--- config.mk ---
export PLATFORM = sky130hd
export DESIGN_NAME = uart_tx_frame_flat
export DESIGN_NICKNAME = d
export VERILOG_FILES = /design/src/rtl/uart_pkg.sv /design/src/rtl/uart_tx_frame_if.sv /design/src/rtl/uart_tx_parity.sv /design/src/rtl/uart_tx_frame.sv /design/src/flat_wrapper.sv
export SDC_FILE = /design/constraint.sdc
export NUM_CORES = 1
export LEC_CHECK = 0
export CORE_UTILIZATION = 54
export DETAILED_ROUTE_END_ITERATION = 16
export GPL_TIMING_DRIVEN = 0
export PLACE_DENSITY = 0.78
export SLEW_MARGIN = 20
export SYNTH_ARGS = -nofsm -noshare
export SYNTH_HDL_FRONTEND = slang
export SYNTH_SLANG_ARGS = --single-unit
--- constraint.sdc ---
create_clock -name clk -period 2.8 [get_ports clk]
set_input_delay 0.42 -clock clk [delete_from_list [all_inputs] [get_ports clk]]
set_output_delay 0.42 -clock clk [all_outputs]
set_load 0.05 [all_outputs]
--- src/rtl/uart_pkg.sv ---
// Shared definitions for the UART TX frame serialiser and the matching RX checkers.
//   tx_state_e  : transmit FSM states
//   PAR_EVEN    : par_typ value selecting even parity
//   PAR_ODD     : par_typ value selecting odd parity
//   IDLE_LEVEL  : level of the serial line when idle and during the stop bit
package uart_pkg;

    typedef enum logic [2:0] {
        IDLE,
        START,
        DATA,
        PARITY,
        STOP
    } tx_state_e;

    localparam logic PAR_EVEN   = 1'b0;
    localparam logic PAR_ODD    = 1'b1;
    localparam logic IDLE_LEVEL = 1'b1;

endpackage

--- src/rtl/uart_tx_frame_if.sv ---
// Request/line bundle between a UART TX client and uart_tx_frame.
//   p_data     : word to send
//   data_valid : send request
//   par_en     : insert parity bit
//   par_typ    : 0 even, 1 odd
//   prescale   : clk cycles per bit (0 behaves as 1)
//   tx_out     : serial line, idle high
//   busy       : frame in progress
// master = client issuing requests, slave = transmitter.
interface uart_tx_frame_if #(
    parameter int DW    = 8,
    parameter int PSC_W = 6
);
    logic [DW-1:0]    p_data;
    logic             data_valid;
    logic             par_en;
    logic             par_typ;
    logic [PSC_W-1:0] prescale;
    logic             tx_out;
    logic             busy;

    modport master (
        output p_data, data_valid, par_en, par_typ, prescale,
        input  tx_out, busy
    );

    modport slave (
        input  p_data, data_valid, par_en, par_typ, prescale,
        output tx_out, busy
    );
endinterface

--- src/rtl/uart_tx_parity.sv ---
// Combinational parity of a DW-bit word.
//   data_i    : word
//   par_typ_i : 0 even, 1 odd
//   par_o     : parity bit to transmit
module uart_tx_parity
    import uart_pkg::*;
#(
    parameter int DW = 8
) (
    input  logic [DW-1:0] data_i,
    input  logic          par_typ_i,
    output logic          par_o
);
    // Odd parity is the inverse of even parity on the same word.
    assign par_o = (^data_i) ^ (par_typ_i == PAR_ODD);
endmodule

--- src/rtl/uart_tx_frame.sv ---
// UART transmitter: one word per accepted request, sent as start bit, DW data
// bits LSB first, optional parity bit and one stop bit, each held for P clk
// cycles where P is the prescale latched on accept (0 treated as 1).
//   clk : system clock
//   rst : asynchronous active-high reset
//   bus : uart_tx_frame_if slave (request inputs, tx_out/busy outputs)
module uart_tx_frame
    import uart_pkg::*;
#(
    parameter int DW    = 8,
    parameter int PSC_W = 6
) (
    input  logic           clk,
    input  logic           rst,
    uart_tx_frame_if.slave bus
);
    localparam int               IDX_W    = (DW > 1) ? $clog2(DW) : 1;
    localparam logic [IDX_W-1:0] IDX_LAST = IDX_W'(DW - 1);
    localparam logic [PSC_W-1:0] PSC_ONE  = PSC_W'(1);

    tx_state_e        state_q, state_d;
    logic [PSC_W-1:0] cnt_q, cnt_d;
    logic [IDX_W-1:0] idx_q, idx_d;
    logic             tx_q, tx_d;
    logic             busy_q, busy_d;

    logic [DW-1:0]    data_q;
    logic             par_en_q;
    logic             par_typ_q;
    logic [PSC_W-1:0] psc_q;

    logic             accept;
    logic             bit_end;
    logic             par_bit;

    assign accept = (state_q == IDLE) && bus.data_valid;

    // Frame parameters only change on accept, so nothing needs a reset value.
    always_ff @(posedge clk) begin
        if (accept) begin
            data_q    <= bus.p_data;
            par_en_q  <= bus.par_en;
            par_typ_q <= bus.par_typ;
            psc_q     <= (bus.prescale == '0) ? PSC_ONE : bus.prescale;
        end
    end

    uart_tx_parity #(
        .DW(DW)
    ) u_parity (
        .data_i   (data_q),
        .par_typ_i(par_typ_q),
        .par_o    (par_bit)
    );

    always_ff @(posedge clk or posedge rst) begin
        if (rst) begin
            state_q <= IDLE;
            cnt_q   <= '0;
            idx_q   <= '0;
            tx_q    <= IDLE_LEVEL;
            busy_q  <= 1'b0;
        end else begin
            state_q <= state_d;
            cnt_q   <= cnt_d;
            idx_q   <= idx_d;
            tx_q    <= tx_d;
            busy_q  <= busy_d;
        end
    end

    always_comb begin
        state_d = state_q;
        cnt_d   = cnt_q;
        idx_d   = idx_q;
        bit_end = (cnt_q == (psc_q - PSC_ONE));
        tx_d    = IDLE_LEVEL;
        busy_d  = 1'b0;

        case (state_q)
            IDLE: begin
                if (bus.data_valid) begin
                    state_d = START;
                    cnt_d   = '0;
                    idx_d   = '0;
                end
            end
            START: begin
                if (bit_end) begin
                    state_d = DATA;
                    cnt_d   = '0;
                end else begin
                    cnt_d = cnt_q + PSC_ONE;
                end
            end
            DATA: begin
                if (bit_end) begin
                    cnt_d = '0;
                    if (idx_q == IDX_LAST) begin
                        idx_d   = '0;
                        state_d = par_en_q ? PARITY : STOP;
                    end else begin
                        idx_d = idx_q + 1'b1;
                    end
                end else begin
                    cnt_d = cnt_q + PSC_ONE;
                end
            end
            PARITY: begin
                if (bit_end) begin
                    state_d = STOP;
                    cnt_d   = '0;
                end else begin
                    cnt_d = cnt_q + PSC_ONE;
                end
            end
            STOP: begin
                if (bit_end) begin
                    state_d = IDLE;
                    cnt_d   = '0;
                end else begin
                    cnt_d = cnt_q + PSC_ONE;
                end
            end
            default: begin
                state_d = IDLE;
                cnt_d   = '0;
                idx_d   = '0;
            end
        endcase

        // Outputs are decoded from the next state so the registered line and
        // busy flag line up exactly with the state they belong to.
        case (state_d)
            START:   tx_d = 1'b0;
            DATA:    tx_d = data_q[idx_d];
            PARITY:  tx_d = par_bit;
            default: tx_d = IDLE_LEVEL;
        endcase
        busy_d = (state_d != IDLE);
    end

    assign bus.tx_out = tx_q;
    assign bus.busy   = busy_q;

endmodule

--- src/flat_wrapper.sv ---
// flat-port wrapper written by rule: the top's interface ports become plain ports
module uart_tx_frame_flat import uart_pkg::*;
#(
    parameter int DW    = 8,
    parameter int PSC_W = 6
)
  (clk, rst, bus_p_data, bus_data_valid, bus_par_en, bus_par_typ, bus_prescale, bus_tx_out, bus_busy);
  uart_tx_frame_if #(.DW(DW), .PSC_W(PSC_W)) bus_i ();
  input  logic clk;
  input  logic rst;
  input wire logic [$bits(bus_i.p_data)-1:0] bus_p_data;
  input wire logic [$bits(bus_i.data_valid)-1:0] bus_data_valid;
  input wire logic [$bits(bus_i.par_en)-1:0] bus_par_en;
  input wire logic [$bits(bus_i.par_typ)-1:0] bus_par_typ;
  input wire logic [$bits(bus_i.prescale)-1:0] bus_prescale;
  output wire logic [$bits(bus_i.tx_out)-1:0] bus_tx_out;
  output wire logic [$bits(bus_i.busy)-1:0] bus_busy;
  assign bus_i.p_data = bus_p_data;
  assign bus_i.data_valid = bus_data_valid;
  assign bus_i.par_en = bus_par_en;
  assign bus_i.par_typ = bus_par_typ;
  assign bus_i.prescale = bus_prescale;
  assign bus_tx_out = bus_i.tx_out;
  assign bus_busy = bus_i.busy;
  uart_tx_frame #(.DW(DW), .PSC_W(PSC_W)) u_core (.clk(clk), .rst(rst), .bus(bus_i));
endmodule
==> metrics.log, run 1 <==
INFO  metric run_status = finished clean
INFO  metric p_comb_frac = 0.379
INFO  metric power.static_leakage = 0.7882 nW
INFO  metric endpoint_kind = flop
INFO  metric numClockSinks = 30
INFO  metric cp_max_fo = 6
INFO  metric final_hold_viol_count = 0
INFO  metric place_area = ~1900 um2
INFO  metric layout.cell_area.non_filler = slightly below 2000 um2
INFO  metric num-nets-final = 206
INFO  metric synth.yosys.warnings = 0
INFO  metric synth_top_area_share = 0.2885
INFO  metric finalCritPeriodShare = 0.8778
INFO  metric register_area_share_after_synthesis = 0.4996
INFO  metric slew_at_the_pin_with_the_worst_max_slew_slack = between 0.5 and 0.6 ns
INFO  metric power.share.clock = 0.175
INFO  metric cap_violations = 0
INFO  metric yosys-top-cells-area = edfxtp_1 (29%), dfrtp_1 (20%), xnor2_1 (4.7%)
INFO  metric number_of_remaining_drc_errors = 0
INFO  metric switching_share = 0.3750
INFO  metric yosys.cell_types.count = just under 50
INFO  metric post_cts_buffers = 0
INFO  metric synth-edff-count = 16
INFO  metric die_area = 3310 um2
INFO  metric post_route_cells_drive_above_1_share = 0.1250
INFO  metric die_height = about 58 um
INFO  metric ctsResizeCount = 0
INFO  metric first_global_vias = around 1200
INFO  metric pin_count = 21
INFO  metric post_drt_wl_per_cell = roughly 14 um
INFO  metric drt-pass1-iter-count = 4
INFO  metric timing.setup.critical_path_class = flop to flop
INFO  metric vias = 1267
INFO  metric reg2reg_depth = 10
INFO  metric drt_wl_total = between 3000 and 4000 um
INFO  metric p_int = 0.9343 mW
INFO  metric cp-start-kind = flop
INFO  metric areal_power_density_over_the_cells = ~760 nW/um2
INFO  metric die_w = between 50 and 60 um
INFO  metric grt_pass1_wl = approximately 5200 um
INFO  metric ys_seq_elements = 30
INFO  metric via_per_inst = between 5 and 6
INFO  metric grt.total_usage = 0.2120
INFO  metric synth_cells = approximately 160
INFO  metric port_buffers = 20
INFO  metric slew_headroom = 0.6279
INFO  metric drtAntennaViolNets = 0
INFO  metric worst_clock_skew = approximately 0.015 ns
INFO  metric tritoncts_clock_tree = yes
INFO  metric max_freq = roughly 400 MHz
INFO  metric first_iter_violations = between 70 and 80
INFO  metric cts.reportedPaths.clkPinSlew = approximately 0.1 ns
INFO  metric peakVddDrop = between 0.4 and 0.5 mV
INFO  metric post_cts_hold_buffer_count = 0
INFO  metric setup_repair_after_global_routing_missed_its_margin = false
INFO  metric sequentialPowerShare = 0.446
INFO  metric dp_hpwl = approximately 2400 um
INFO  metric worst_slack_on_hold_paths = about 0.40 ns
INFO  metric critPathArrivalTime = ~2.7 ns
INFO  metric number_of_h_tree_branching_levels = 2
INFO  metric maxSlewViolCount = 0
INFO  metric class_of_the_worst_hold_path = input port to asynchronous set/reset pin
INFO  metric cts_root_buffer = clkbuf_4
INFO  metric global_route.overflow_total = 0
INFO  metric max-clock-path-buffers = 2
INFO  metric worst_ep_required = 3.05 ns
INFO  metric post-synth-top-area-cell = edfxtp_1
INFO  metric weighted_congestion_reported_at_the_end_of_routability_driven_placement = around 0.78
INFO  metric fp-row-count = 19
INFO  metric antenna_found_initial = 0
INFO  metric worstSkewPairLatency = between 0.3 and 0.4 ns
INFO  metric setup_viol_count_final = 0
INFO  metric grt_max_degree = 15
INFO  metric syn_avg_cell_area = around 11 um2
INFO  metric synthesis.area = 1665 um2
INFO  metric synth_fp_nets = approximately 180
INFO  metric floorplan.initialDensity = 0.5887
INFO  metric fraction_of_registers_with_async_set_or_reset_after_synthesis = 0.4667
INFO  metric area_growth_syn_to_layout = 18.63%
INFO  metric fin_crit = between 2 and 2.5 ns
INFO  metric cts-buffers-inserted = 5
INFO  metric power.switching = 0.5606 mW
INFO  metric postSynth.topFlopCell = edfxtp_1
INFO  metric fin_setup_tns = 0 ns
INFO  metric filler_cell_count = 230
INFO  metric n_antenna_cell = 0
INFO  metric synth_most_common_cell = edfxtp_1
INFO  metric synth_top_cells_by_count = edfxtp_1 (16), nand3_1 (15), dfrtp_1 (13), o21ai_0 (11)
INFO  metric design.core.area = 2829 um2
## flip-flops by register name, indices dropped and copies added (netlist names)
name	flops
u_core.data_q	8
u_core.cnt_q	6
u_core.psc_q	6
u_core.idx_q	3
u_core.state_q	3
u_core.bus.busy	1
u_core.bus.tx_out	1
u_core.par_en_q	1
u_core.par_typ_q	1
## layout by cell type (no fill, tap or decap), types with 3 or more instances in the layout
cell type | synthesis | layout
clkbuf_4 | 0 | 5
clkdlybuf4s50_1 | 0 | 20
o21ai_0 | 11 | 11
xor2_1 | 5 | 5
ha_1 | 4 | 4
dfrtp_1 | 13 | 13
edfxtp_1 | 16 | 16
a21oi_1 | 4 | 4
clkbuf_1 | 6 | 8
xnor2_1 | 9 | 9
o31ai_1 | 3 | 3
nand3_1 | 15 | 15
o211ai_1 | 3 | 3
nor2_1 | 7 | 7
inv_1 | 8 | 8
nand2_1 | 9 | 9
## per-layer routing
layer / track usage / routed length, um / part of all wire / vias to the layer above
met5: 0 / 0 / 0 / -
met1: 0.2485 / 1253 / 0.42 / 610
li1: - / - / - / 621
met4: 0.09408 / 51 / 0.017 / 0
met2: 0.3538 / 1556 / 0.52 / 31
met3: 0.07029 / 155 / 0.051 / 5
## area by class of cell
cell class                 count  area [um2]  share of cell area
tap                           31       38.79             0.01963
multi-input combinational    111       785.8              0.3977
inverter                       8       30.03             0.01520
clock buffer                   8       58.81             0.02977
sequential                    30       832.0              0.4212
timing repair buffer          21       207.7              0.1051
buffer                         6       22.52             0.01140
## power groups by stage
stage,sequential (mW),combinational (mW),clock [mW]
finish,0.667,0.567,0.261
global route,0.682,0.626,0.284
CTS,0.667,0.567,0.267
detailed placement,0.676,0.567,0
global placement,0.668,0.534,0
floorplan,0.698,0.385,0
## critical path: stages (launching register included)
cell,delay [ns]
edfxtp_1,0.44
inv_1,0.07
ha_1,0.24
nand2b_1,0.18
a21oi_1,0.30
o31ai_4,0.16
a32oi_1,0.45
nand3_1,0.14
nand3_1,0.12
nand3_1,0.09
a32oi_1,0.20
## per-stage QoR
stage               total power [mW]  cells  utilization  worst slack (ns)
floorplan                      1.083    155            -            0.2150
global placement               1.202    206       0.6732           -0.7126
detailed placement             1.243    207       0.6776            0.3730
CTS                            1.500    215       0.6984            0.3795
global route                   1.593    215       0.6984            0.1915
finish                         1.495    215       0.6984            0.3421
## kinds of logic after synthesis
| group | share of synthesized area |
|---|---|
| AO/OA/AOI/OAI | 0.1525 |
| XOR/XNOR | 0.08340 |
| flip-flops | 0.4996 |
| adder cells (fa/ha/maj) | 0.03005 |
| AND/OR/NAND/NOR | 0.2029 |
| buffers and inverters | 0.03155 |
## final timing paths
| kind | start | endpoint | slack [ns] |
|---|---|---|---|
| worst max-delay path | u_core.psc_q[0] | u_core.bus.tx_out | 0.34 |
| worst min-delay path | rst | u_core.cnt_q[4] | 0.40 |
| worst max register to register | u_core.psc_q[0] | u_core.bus.tx_out | 0.34 |
| worst min register to register | u_core.cnt_q[5] | u_core.cnt_q[5] | 0.54 |
| max in group asynchronous | rst | u_core.bus.tx_out | 2.02 |
| min in group clk | u_core.cnt_q[5] | u_core.cnt_q[5] | 0.54 |
No activity file was read; power rests on OpenSTA's default activity.
==> run 2, diff against run 1 <==
CORE_UTILIZATION = 59   (was 54)
PLACE_DENSITY = 0.84   (was 0.78)
clock period = 3.1 ns   (was 2.8 ns; I/O delays follow)
==> run 2 against run 1 <==
  * Count of clock-buffer cells in the layout stayed put
  * Fmax is 0.73% higher
  * Flip-flop and latch count stayed put
  * Critical path type unchanged
==> metrics.log, run 2 (synthesis gave the netlist of run 1 again) <==
INFO  metric run_status = finished clean
INFO  metric post_cts_buffers = 0
INFO  metric setup_viol_count_final = 0
INFO  metric areal_power_density_over_the_cells = just under 700 nW/um2
INFO  metric grt_max_degree = 15
INFO  metric weighted_congestion_reported_at_the_end_of_routability_driven_placement = between 0.8 and 0.9
INFO  metric die_height = between 50 and 60 um
INFO  metric tritoncts_clock_tree = yes
INFO  metric post-route-util = 0.7651
INFO  metric max_stage_delay = around 0.47 ns
INFO  metric worst_clock_skew = roughly 0.0066 ns
INFO  metric post-place-cells = 206
INFO  metric cts-buffers-inserted = 5
INFO  metric design.core.area = around 2600 um2
INFO  metric final.setup.worst_slack = around 0.66 ns
INFO  metric die_w = about 55 um
INFO  metric layout.cells.most_common = clkdlybuf4s50_1
INFO  metric cp-start-kind = flop
INFO  metric cts_root_buffer = clkbuf_4
INFO  metric number_of_remaining_drc_errors = 0
INFO  metric max_freq = 409.8 MHz
INFO  metric crit_path_frequent_cell = nand3_1
INFO  metric reg2reg_slack = 0.66 ns
INFO  metric detailedPlace.worstSlack = between 0.6 and 0.7 ns
INFO  metric finalCritPeriodShare = 0.7871
INFO  metric post_drt_wl_per_cell = ~14 um
INFO  metric biggestRegsByFlops = u_core.data_q: 8 flops, u_core.cnt_q: 6 flops, u_core.psc_q: 6 flops
INFO  metric drt_wl_total = 3076 um
INFO  metric critPathSlowestCell = a32oi_1
INFO  metric largest_register_ff_count = 8
INFO  metric grt.total_usage = 0.2396
INFO  metric grt_pass1_wl = 4905 um
INFO  metric layout.cell_area.non_filler = 1964 um2
INFO  metric power.static_leakage = between 0.7 and 0.8 nW
INFO  metric overall_power_consumption = ~1.3 mW
INFO  metric finish.cell_count_without_fillers = between 200 and 250
INFO  metric drt-pass1-iter-count = 6
INFO  metric dp_hpwl = between 2000 and 2500 um
INFO  metric n_antenna_cell = 0
INFO  metric layout_common_cells = clkdlybuf4s50_1 (20), edfxtp_1 (16), nand3_1 (15)
INFO  metric vias = roughly 1300
INFO  metric endpoint_kind = flop
INFO  metric slew_at_the_pin_with_the_worst_max_slew_slack = roughly 0.57 ns
INFO  metric numClockSinks = 30
INFO  metric first_iter_violations = 37
INFO  metric place_area = ~1900 um2
INFO  metric fin_setup_tns = 0 ns
INFO  metric setup_repair_after_global_routing_missed_its_margin = false
INFO  metric reg2reg_depth = 10
INFO  metric ctsResizeCount = 0
INFO  metric worstSkewPairLatency = approximately 0.31 ns
INFO  metric slew_headroom = 0.6172
INFO  metric antenna_found_initial = 0
INFO  metric worst_slack_on_hold_paths = roughly 0.48 ns
INFO  metric area_growth_syn_to_layout = 17.96%
INFO  metric max-clock-path-buffers = 2
INFO  metric final_hold_viol_count = 0
INFO  metric first_global_vias = around 1200
INFO  metric cp_max_fo = 6
INFO  metric num-nets-final = 206
INFO  metric class_of_the_worst_hold_path = input port to asynchronous set/reset pin
INFO  metric via_per_inst = 6.028
INFO  metric worst_ep_required = ~3.3 ns
INFO  metric fin_crit = roughly 2.4 ns
INFO  metric post_cts_hold_buffer_count = 0
INFO  metric port_buffers = 20
INFO  metric critical_path.reg2reg.endpoint = u_core.bus.tx_out
INFO  metric floorplan.initialDensity = 0.6486
INFO  metric drtAntennaViolNets = 0
INFO  metric post_route_cells_drive_above_1_share = 0.1196
INFO  metric cap_violations = 0
INFO  metric number_of_h_tree_branching_levels = 2
INFO  metric max_flop_register = u_core.data_q
INFO  metric die_area = between 3000 and 4000 um2
INFO  metric crit_chain = inv_1 -> ha_1 -> nand2b_1 -> a21oi_1 -> o31ai_4 -> a32oi_1 -> nand3_1 -> nand3_1 -> nand3_1 -> a32oi_1
INFO  metric timing.setup.critical_path_class = flop to flop
INFO  metric peakVddDrop = 0.5103 mV
INFO  metric rr_startpoint = u_core.psc_q[0]
INFO  metric critPathArrivalTime = ~2.7 ns
INFO  metric global_route.overflow_total = 0
INFO  metric fp-row-count = 18
INFO  metric cts.reportedPaths.clkPinSlew = approximately 0.080 ns
INFO  metric maxSlewViolCount = 0
INFO  metric pin_count = 21
[run 2: cell types whose count changed in the layout (fill, tap and decap cells not counted)]
cell,previous run,this run
clkbuf_1,8,9
clkbuf_8,1,0
[run 2: layout make-up]
| type | count | area [um2] |
|---|---|---|
| sequential | 30 | 832.0 |
| clock buffer | 8 | 48.80 |
| fill | 189 | 603.1 |
| timing repair buffer | 21 | 207.7 |
| inverter | 8 | 30.03 |
| tap | 30 | 37.54 |
| buffer | 6 | 22.52 |
| multi-input combinational | 111 | 785.8 |
[run 2: worst max path at each step]
stage / from / slack [ns] / to
after floorplan: bus_data_valid / 0.49 / u_core.bus.tx_out
after global placement: bus_data_valid / -0.43 / u_core.bus.tx_out
after detailed placement: bus_data_valid / 0.62 / u_core.bus.tx_out
after CTS: u_core.psc_q[0] / 0.70 / u_core.bus.tx_out
after global routing: u_core.psc_q[0] / 0.51 / u_core.bus.tx_out
final: u_core.psc_q[0] / 0.66 / u_core.bus.tx_out
[run 2: where the power goes]
group          internal (mW)  switching, mW  total [mW]  leakage (nW)
clock network         0.0902          0.117       0.207        0.0265
logic                  0.217          0.295       0.512         0.434
registers              0.515         0.0888       0.604         0.322
total                  0.822          0.501        1.32         0.782
[run 2: metal layers]
metal,up-vias,track usage,share of wire
li1,626,-,-
met1,609,0.2727,0.42
met2,47,0.4237,0.50
met3,8,0.05738,0.056
met4,0,0.1042,0.017
met5,-,0,0
[run 2: critical path, delay by kind of cell, from the launching register on]
kind / cells / cell delay (ns)
AOI/OAI and AO/OA: 4 / 1.12
and+or+nand+nor: 4 / 0.50
DFF: 1 / 0.44
adders and majority gates: 1 / 0.24
buffers and inverters: 1 / 0.07
==> run 3, diff against run 2 <==
CORE_UTILIZATION = 54   (was 59)
PLACE_DENSITY = 0.78   (was 0.84)
clock period = 2.5 ns   (was 3.1 ns; I/O delays follow)
==> run 3 against run 2 <==
  * Clock power up 26%
  * Core utilization down 5.3 points
  * First-iteration DRC count up 100%
  * Largest cell class unchanged
==> metrics.log, run 3 (synthesis gave the netlist of run 1 again) <==
INFO  metric layout_common_cells = clkdlybuf4s50_1 (20), edfxtp_1 (16), nand3_1 (14)
INFO  metric final_hold_viol_count = 0
INFO  metric pin_count = 21
INFO  metric finalCritPeriodShare = 0.9459
INFO  metric fp-row-count = 19
INFO  metric grt_max_degree = 18
INFO  metric floorplan.initialDensity = 0.5887
INFO  metric area_growth_syn_to_layout = 20.89%
INFO  metric fin_setup_tns = 0 ns
INFO  metric slew_at_the_pin_with_the_worst_max_slew_slack = 0.7920 ns
INFO  metric post-route-util = 0.7116
INFO  metric cts-buffers-inserted = 5
INFO  metric first_global_vias = roughly 1200
INFO  metric die_w = 57.54 um
INFO  metric first_iter_violations = 75
INFO  metric fin_crit = 2.365 ns
INFO  metric maxSlewViolCount = 0
INFO  metric drt_wl_total = around 3000 um
INFO  metric timing.setup.critical_path_class = flop to flop
INFO  metric slew_headroom = 0.4703
INFO  metric largest_register_ff_count = 8
INFO  metric setup_repair_after_global_routing_missed_its_margin = false
INFO  metric number_of_h_tree_branching_levels = 2
INFO  metric endpoint_kind = flop
INFO  metric vias = about 1300
INFO  metric weighted_congestion_reported_at_the_end_of_routability_driven_placement = between 0.7 and 0.8
INFO  metric power.static_leakage = about 0.8 nW
INFO  metric tritoncts_clock_tree = yes
INFO  metric peakVddDrop = about 0.45 mV
INFO  metric post_route_cells_drive_above_1_share = 0.1551
INFO  metric post-place-cells = around 210
INFO  metric cp_max_fo = 8
INFO  metric cts.reportedPaths.clkPinSlew = 0.08 ns
INFO  metric die_area = ~3300 um2
INFO  metric finish.cell_count_without_fillers = roughly 220
INFO  metric port_buffers = 20
INFO  metric dp_hpwl = between 2000 and 2500 um
INFO  metric worstSkewPairLatency = 0.33 ns
INFO  metric post_drt_wl_per_cell = ~14 um
INFO  metric cp-start-kind = flop
INFO  metric via_per_inst = about 5.9
INFO  metric number_of_remaining_drc_errors = 0
INFO  metric antenna_found_initial = 0
INFO  metric cts_root_buffer = clkbuf_4
INFO  metric setup_viol_count_final = 0
INFO  metric cap_violations = 0
INFO  metric max-clock-path-buffers = 2
INFO  metric areal_power_density_over_the_cells = about 840 nW/um2
INFO  metric max_flop_register = u_core.data_q
INFO  metric class_of_the_worst_hold_path = input port to asynchronous set/reset pin
INFO  metric num-nets-final = about 210
INFO  metric biggestRegsByFlops = u_core.data_q: 8 flops, u_core.cnt_q: 6 flops, u_core.psc_q: 6 flops
INFO  metric grt.total_usage = 0.2154
INFO  metric n_antenna_cell = 0
INFO  metric die_height = roughly 58 um
INFO  metric drt-pass1-iter-count = 4
INFO  metric drtAntennaViolNets = 0
INFO  metric numClockSinks = 30
INFO  metric worst_ep_required = between 2 and 3 ns
INFO  metric run_status = finished clean
INFO  metric design.core.area = 2829 um2
INFO  metric post_cts_hold_buffer_count = 0
INFO  metric grt_pass1_wl = about 5300 um
INFO  metric max_freq = ~420 MHz
INFO  metric global_route.overflow_total = 0
INFO  metric layout.cells.most_common = clkdlybuf4s50_1
INFO  metric worst_clock_skew = around 0.011 ns
INFO  metric critPathArrivalTime = around 2.6 ns
[run 3: cell count changes in the layout (fill, tap and decap cells not counted), sizes merged]
cell  before  now
buf        1    4
[run 3: path summary, 6_finish.rpt]
kind / start / slack [ns] / end / cells after the start
hold / removal: rst / 0.38 / u_core.cnt_q[4] / 2
max in group asynchronous: rst / 1.76 / u_core.bus.tx_out / 2
setup reg to reg: u_core.psc_q[0] / 0.14 / u_core.bus.busy / 8
hold reg to reg: u_core.cnt_q[5] / 0.52 / u_core.cnt_q[5] / 1
min in group clk: u_core.cnt_q[5] / 0.52 / u_core.cnt_q[5] / 1
setup / recovery: u_core.psc_q[0] / 0.14 / u_core.bus.busy / 8
[run 3: what timing repair did]
action,4_1_cts,5_1_grt
setup endpoints to repair,0,5
gates resized for setup,0,4
setup buffers,0,4
[run 3: layout make-up]
| type | count | area [um2] |
|---|---|---|
| multi-input combinational | 111 | 810.8 |
| tap | 31 | 38.79 |
| timing repair buffer | 24 | 230.2 |
| inverter | 8 | 30.03 |
| sequential | 30 | 832.0 |
| buffer | 6 | 22.52 |
| fill | 222 | 815.8 |
| clock buffer | 8 | 48.80 |
[run 3: metrics by stage]
| stage | hold slack (ns) | area, um2 | total power [mW] | setup slack, ns |
|---|---|---|---|---|
| 6_report | 0.3758 | 2013 | 1.694 | 0.1353 |
| 5_1_grt | 0.4115 | 2013 | 1.819 | 0.02046 |
| 4_1_cts | 0.3886 | 1964 | 1.655 | 0.07866 |
| 3_5_place_dp | 0.5167 | 1916 | 1.393 | -0.01467 |
| 3_3_place_gp | 0.5059 | 1909 | 1.347 | -0.2803 |
| 2_1_floorplan | 0.2635 | 1670 | 1.216 | 0.3331 |
[run 3: per-layer routing]
layer / GRT usage / up-vias / part of all wire
met5: 0 / - / 0
met4: 0.09059 / 0 / 0.011
met3: 0.07029 / 8 / 0.063
met2: 0.3488 / 40 / 0.50
met1: 0.2650 / 611 / 0.42
li1: - / 630 / -
[run 3: worst max-delay path, cell delays in order, from the launching register on]
cell      delay, ns
edfxtp_1       0.44
inv_1          0.09
ha_2           0.20
nand2_1        0.06
o211a_1        0.26
o31ai_4        0.40
nand2_4        0.14
a211o_1        0.35
or3_1          0.31
[run 3: power by group]
group	internal, mW	switching [mW]	leakage (nW)
sequential	0.638	0.112	0.322
combinational	0.304	0.381	0.458
clock	0.112	0.148	0.0265
